### config.mk
export PLATFORM = sky130hd
export DESIGN_NAME = cavlc_mb_sequencer
export DESIGN_NICKNAME = d
export VERILOG_FILES = /design/src/rtl/cavlc_mb_sequencer.sv
export SDC_FILE = /design/constraint.sdc
export NUM_CORES = 1
export LEC_CHECK = 0
export CORE_MARGIN = 2
export CORE_UTILIZATION = 47
export CTS_BUF_LIST = sky130_fd_sc_hd__clkbuf_8 sky130_fd_sc_hd__clkbuf_16
export CTS_CLUSTER_SIZE = 14
export DETAILED_ROUTE_END_ITERATION = 8
export PLACE_DENSITY = 0.63
export SLEW_MARGIN = 20
export SYNTH_ARGS = -nofsm -noshare
export SYNTH_HDL_FRONTEND = slang
export SYNTH_SLANG_ARGS = --single-unit
### constraint.sdc
create_clock -name Clk -period 8.95 [get_ports Clk]
set_clock_uncertainty 0.05 [all_clocks]
set_input_delay 1.79 -clock Clk [delete_from_list [all_inputs] [get_ports Clk]]
set_output_delay 1.79 -clock Clk [all_outputs]
set_load 0.01 [all_outputs]
### src/rtl/cavlc_mb_sequencer.sv
// Macroblock sequencer for the CAVLC block decoder: walks the 4x4 luma blocks
// in raster order, pulses BlockEnable once per block, predicts nC from the
// left/top neighbour TotalCoeff and accumulates the macroblock coefficient sum.
module cavlc_mb_sequencer #(
  parameter int unsigned NUM_BLOCKS     = 16,
  parameter int unsigned TIMEOUT_CYCLES = 1023
) (
  input  logic       Clk,
  input  logic       nReset,
  input  logic       MbStart,
  input  logic       MbAbort,
  input  logic       BlockDone,
  input  logic [4:0] TotalCoeff,
  output logic       BlockEnable,
  output logic [3:0] BlockIdx,
  output logic [4:0] nC,
  output logic       MbBusy,
  output logic       MbDone,
  output logic       MbTimeout,
  output logic [8:0] MbCoeffSum
);

  typedef enum logic [2:0] {
    StIdle,
    StIssue,
    StWaitDone,
    StStore,
    StDone
  } stateT;

  localparam logic [3:0] LastIdx = 4'(NUM_BLOCKS - 1);
  localparam logic [9:0] CntLast = 10'(TIMEOUT_CYCLES - 1);

  stateT      stateQ, stateD;
  logic [3:0] blkIdxQ, blkIdxD;
  logic [9:0] cntQ, cntD;
  logic [4:0] holdQ, holdD;
  logic [8:0] sumQ, sumD;
  logic       timeoutQ, timeoutD;
  logic       clrTab, wrTab;
  logic [4:0] coeffTab [16];

  // State, counters and the per-block TotalCoeff table
  always_ff @(posedge Clk) begin
    if (!nReset) begin
      stateQ   <= StIdle;
      blkIdxQ  <= 4'd0;
      cntQ     <= 10'd0;
      holdQ    <= 5'd0;
      sumQ     <= 9'd0;
      timeoutQ <= 1'b0;
      for (int i = 0; i < 16; i++) coeffTab[i] <= 5'd0;
    end else begin
      stateQ   <= stateD;
      blkIdxQ  <= blkIdxD;
      cntQ     <= cntD;
      holdQ    <= holdD;
      sumQ     <= sumD;
      timeoutQ <= timeoutD;
      if (clrTab) begin
        for (int i = 0; i < 16; i++) coeffTab[i] <= 5'd0;
      end else if (wrTab) begin
        coeffTab[blkIdxQ] <= holdQ;
      end
    end
  end

  // Next-state logic; abort overrides every other transition
  always_comb begin
    stateD   = stateQ;
    blkIdxD  = blkIdxQ;
    cntD     = cntQ;
    holdD    = holdQ;
    sumD     = sumQ;
    timeoutD = 1'b0;
    clrTab   = 1'b0;
    wrTab    = 1'b0;
    if (MbAbort) begin
      stateD = StIdle;
    end else begin
      unique case (stateQ)
        StIdle: begin
          if (MbStart) begin
            stateD  = StIssue;
            blkIdxD = 4'd0;
            sumD    = 9'd0;
            clrTab  = 1'b1;
          end
        end
        StIssue: begin
          cntD   = 10'd0;
          stateD = StWaitDone;
        end
        StWaitDone: begin
          if (BlockDone) begin
            holdD  = TotalCoeff;
            stateD = StStore;
          end else begin
            cntD = cntQ + 10'd1;
            if (cntQ == CntLast) begin
              timeoutD = 1'b1;
              stateD   = StIdle;
            end
          end
        end
        StStore: begin
          wrTab = 1'b1;
          sumD  = sumQ + {4'd0, holdQ};
          if (blkIdxQ == LastIdx) begin
            stateD = StDone;
          end else begin
            blkIdxD = blkIdxQ + 4'd1;
            stateD  = StIssue;
          end
        end
        StDone: begin
          stateD = StIdle;
        end
        default: begin
          stateD = StIdle;
        end
      endcase
    end
  end

  logic       availA, availB;
  logic [4:0] nA, nB;
  logic [5:0] sumAB;

  // nC prediction from left (idx-1) and top (idx-4) neighbours
  always_comb begin
    availA = (blkIdxQ[1:0] != 2'd0);
    availB = (blkIdxQ[3:2] != 2'd0);
    nA     = coeffTab[blkIdxQ - 4'd1];
    nB     = coeffTab[blkIdxQ - 4'd4];
    sumAB  = {1'b0, nA} + {1'b0, nB} + 6'd1;
    if (availA && availB) begin
      nC = sumAB[5:1];
    end else if (availA) begin
      nC = nA;
    end else if (availB) begin
      nC = nB;
    end else begin
      nC = 5'd0;
    end
  end

  assign BlockEnable = (stateQ == StIssue);
  assign BlockIdx    = blkIdxQ;
  assign MbBusy      = (stateQ != StIdle);
  assign MbDone      = (stateQ == StDone);
  assign MbTimeout   = timeoutQ;
  assign MbCoeffSum  = sumQ;

endmodule

==> impl_metrics.env <==
export IMPL_worstMarginPinSlew_ns=0.913
export IMPL_grt_pass1_vias=4267
export IMPL_rrSetupSlack_ns=6.23
export IMPL_syn_inst=524
export IMPL_clk_latency_ns=0.36
export IMPL_rows=42
export IMPL_dp_hpwl_um=11000
export IMPL_drc=0
export IMPL_yosysTopAreaCell="edfxtp_1"
export IMPL_cts_buffers=9
export IMPL_synthFlopType="edfxtp_1"
export IMPL_synth_async_reset_ratio=0
export IMPL_grt_max_degree=45
export IMPL_register_area_um2=3040
export IMPL_outcome="finished clean"
export IMPL_netlist_area_um2=6410
export IMPL_grt_pass1_wl_um=24200
export IMPL_cp_end_kind="output pin"
export IMPL_yosysSeqAreaShare=0.475
export IMPL_worst_endpoint_required_ns=7.11
export IMPL_report_final_slew_viol_count=0
export IMPL_clk_transition_reported_paths_ns=0.07
export IMPL_ios=32
export IMPL_wl_met2_um=7090
export IMPL_synth_top_family_by_area="simple AND/OR/NAND/NOR gates"
export IMPL_fill_cells=1152
export IMPL_vias=4311
export IMPL_vias_per_cell=5.96
export IMPL_setup_tns_final_ns=0
export IMPL_drtPass1Iterations=4
export IMPL_cp_start_kind="flip-flop"
export IMPL_vdd_ir_drop_worst_mv=0.104
export IMPL_synthAdderAreaFrac=0.0473
export IMPL_synth_edf_count=80
export IMPL_die_h_um=121
export IMPL_min_path_type="reg -> reg"
export IMPL_path_max_fanout=18
export IMPL_antenna_found_initial=0
export IMPL_multi_input_area_um2=3180
export IMPL_post_cts_setup_buffer_count=0
export IMPL_synthMuxAreaShare=0.172
export IMPL_yosysTopAreaCellShare=0.375
export IMPL_rsz0062_at_grt="false"
export IMPL_track_usage=0.223
export IMPL_synth_area_top_cells="edfxtp_1 (37%), mux4_2 (15%), dfxtp_1 (10%)"
export IMPL_ys_warn_count=0
export IMPL_power_density_nw_per_um2=152
export IMPL_syn_avg_cell_area_um2=12.2
export IMPL_finalHoldViolCount=0
export IMPL_fmaxAchievable_mhz=155
export IMPL_wl_met1_um=6570
export IMPL_syn_nets=557
export IMPL_cap_violations=0
export IMPL_drive_gt1_frac=0.124
export IMPL_r2r_start="BlockIdx[2]"
export IMPL_htreeDepth=3
export IMPL_crit_arrival_ns=4.63
export IMPL_wl_met3_um=1190
export IMPL_ys_types=49
export IMPL_ant_nets=0
export IMPL_drt_wl_total_um=15200
export IMPL_ctsHoldBuffers=0
export IMPL_routedWlPerCell_um=21.0
export IMPL_grt_ovfl_total=0
export IMPL_highest_layer="met4"
export IMPL_area_growth_synth_to_final_pct=11.6
export IMPL_cts_resized=0
export IMPL_drtIter0Drc=381
export IMPL_design_power_total_w=0.00108
export IMPL_port_buffers=31
export IMPL_place_gp_congestion=0.849
export IMPL_r2r_end="coeffTab[15][1]"
export IMPL_p_leak_nw=2.56
export IMPL_crit_path_start="BlockIdx[0]"
export IMPL_final_util=0.538
export IMPL_dieArea_um2=14600
export IMPL_fin_nets=575
export IMPL_core_area_um2=13300
export IMPL_setup_viol=0
export IMPL_root_buffer="clkbuf_16"
export IMPL_clock_path_buffers=2
export IMPL_slew_headroom=0.391
export IMPL_synth_compound_area_frac=0.0627
export IMPL_post_route_period_util=0.723
export IMPL_antenna_diode_count=0
export IMPL_ys_ff_latch=112
export IMPL_dieWidth_um=121
export IMPL_synth_xor_area_frac=0.0258
export IMPL_cts_sinks=112
export IMPL_synthSimpleGateAreaFrac=0.188
export IMPL_critPathCapture="nC[3]"
export IMPL_criticalPathCategory="reg -> out"
export IMPL_cts_tree="done"
export IMPL_start_util=0.482
export IMPL_rr_worst_depth=4
export IMPL_fin_crit_ns=6.47
-- logic make-up (layout without fill, tap and decap cells) --
| logic type | after synthesis | in the layout |
|---|---|---|
| AO/OA/AOI/OAI | 60 | 60 |
| buffers and inverters | 43 | 66 |
| adder cells (fa/ha/maj) | 23 | 23 |
| AND/OR/NAND/NOR | 215 | 215 |
| multiplexers | 53 | 53 |
| XOR/XNOR | 18 | 18 |
| flip-flops | 112 | 112 |
-- area by class of cell --
cell class | count | area share
multi-input cells | 369 | 0.445
flip-flops and latches | 112 | 0.426
repair buffers | 34 | 0.0465
clock buffers | 9 | 0.0315
well taps | 176 | 0.0308
clock inverters | 7 | 0.0122
inverters | 16 | 0.00840
-- routing by layer --
metal	track usage	vias to the layer above
met1	0.305	2140
met2	0.346	171
met5	0	-
li1	-	1974
met4	0.0930	0
met3	0.0500	26
-- flip-flops by register name, summed over array words and instances (netlist names) --
register    cells
coeffTab       80
cntQ           10
MbCoeffSum      9
holdQ           5
BlockIdx        4
stateQ          3
MbTimeout       1
-- worst min-delay path by stage --
stage,startpoint,end,slack [ns],cells after the start
after global placement,cntQ[6],cntQ[6],0.41,2
after global routing,cntQ[9],MbTimeout,0.47,2
final,cntQ[9],MbTimeout,0.43,2
after detailed placement,cntQ[9],MbTimeout,0.43,2
after CTS,cntQ[9],MbTimeout,0.44,2
after floorplan,cntQ[6],cntQ[6],0.40,2
-- cell usage after synthesis, drive strengths merged, types with 3 or more instances --
| master | instances |
|---|---|
| nor2 | 28 |
| o41ai | 3 |
| a211oi | 6 |
| mux2i | 8 |
| edfxtp | 80 |
| nor2b | 6 |
| and3 | 16 |
| mux4 | 45 |
| nand2 | 28 |
| nand2b | 22 |
| xor2 | 9 |
| o21ai | 10 |
| nand3 | 7 |
| dfxtp | 32 |
| nand4 | 3 |
| inv | 16 |
| clkbuf | 17 |
| and2 | 86 |
| a22oi | 5 |
| xnor2 | 9 |
| a31oi | 3 |
| nor4 | 5 |
| ha | 21 |
| nor3 | 3 |
| buf | 10 |
| a21oi | 20 |
| or3 | 4 |
-- report_power, final --
group          internal, W  leakage [nW]  switching [W]
Combinational    0.0000297          1.31      0.0000341
Sequential        0.000575          1.11      0.0000162
Clock             0.000243         0.150       0.000187
Total             0.000847          2.56       0.000237
-- metrics by stage --
step           instances  hold WS (ns)  instance area [um^2]  setup WS [ns]
3_3_place_gp         707         0.413                  6840           2.93
6_report             723         0.430                  7150           2.48
4_1_cts              723         0.439                  7150           2.46
2_1_floorplan        524         0.404                  6410           2.75
3_5_place_dp         707         0.425                  6840           2.85
5_1_grt              723         0.469                  7150           2.25
-- placed cells by master, fill, tap and decap left out, drive strengths merged, types with 3 or more instances in the layout --
master,netlist,routed
and2,86,86
edfxtp,80,80
mux4,45,45
dfxtp,32,32
clkdlybuf4s50,0,31
nor2,28,28
nand2,28,28
nand2b,22,22
ha,21,21
a21oi,20,20
inv,16,17
and3,16,16
o21ai,10,10
xnor2,9,9
clkbuf,17,9
xor2,9,9
mux2i,8,8
nand3,7,7
a211oi,6,6
nor2b,6,6
nor4,5,5
a22oi,5,5
or3,4,4
a31oi,3,3
nand4,3,3
buf,10,3
nor3,3,3
o41ai,3,3
-- critical path, stage by stage (launching register included) --
cell and delay (ns):
dfxtp_2 0.33, inv_1 0.12, ha_1 0.84, mux4_2 0.41
mux4_2 0.54, or2_2 0.33, fa_1 0.42, a21o_1 0.18
a21oi_1 0.17, xor2_1 0.08, nor2_1 0.09, a21oi_1 0.05
o21ai_0 0.16, clkdlybuf4s50_1 0.55
(Power assumes the default switching activity.)
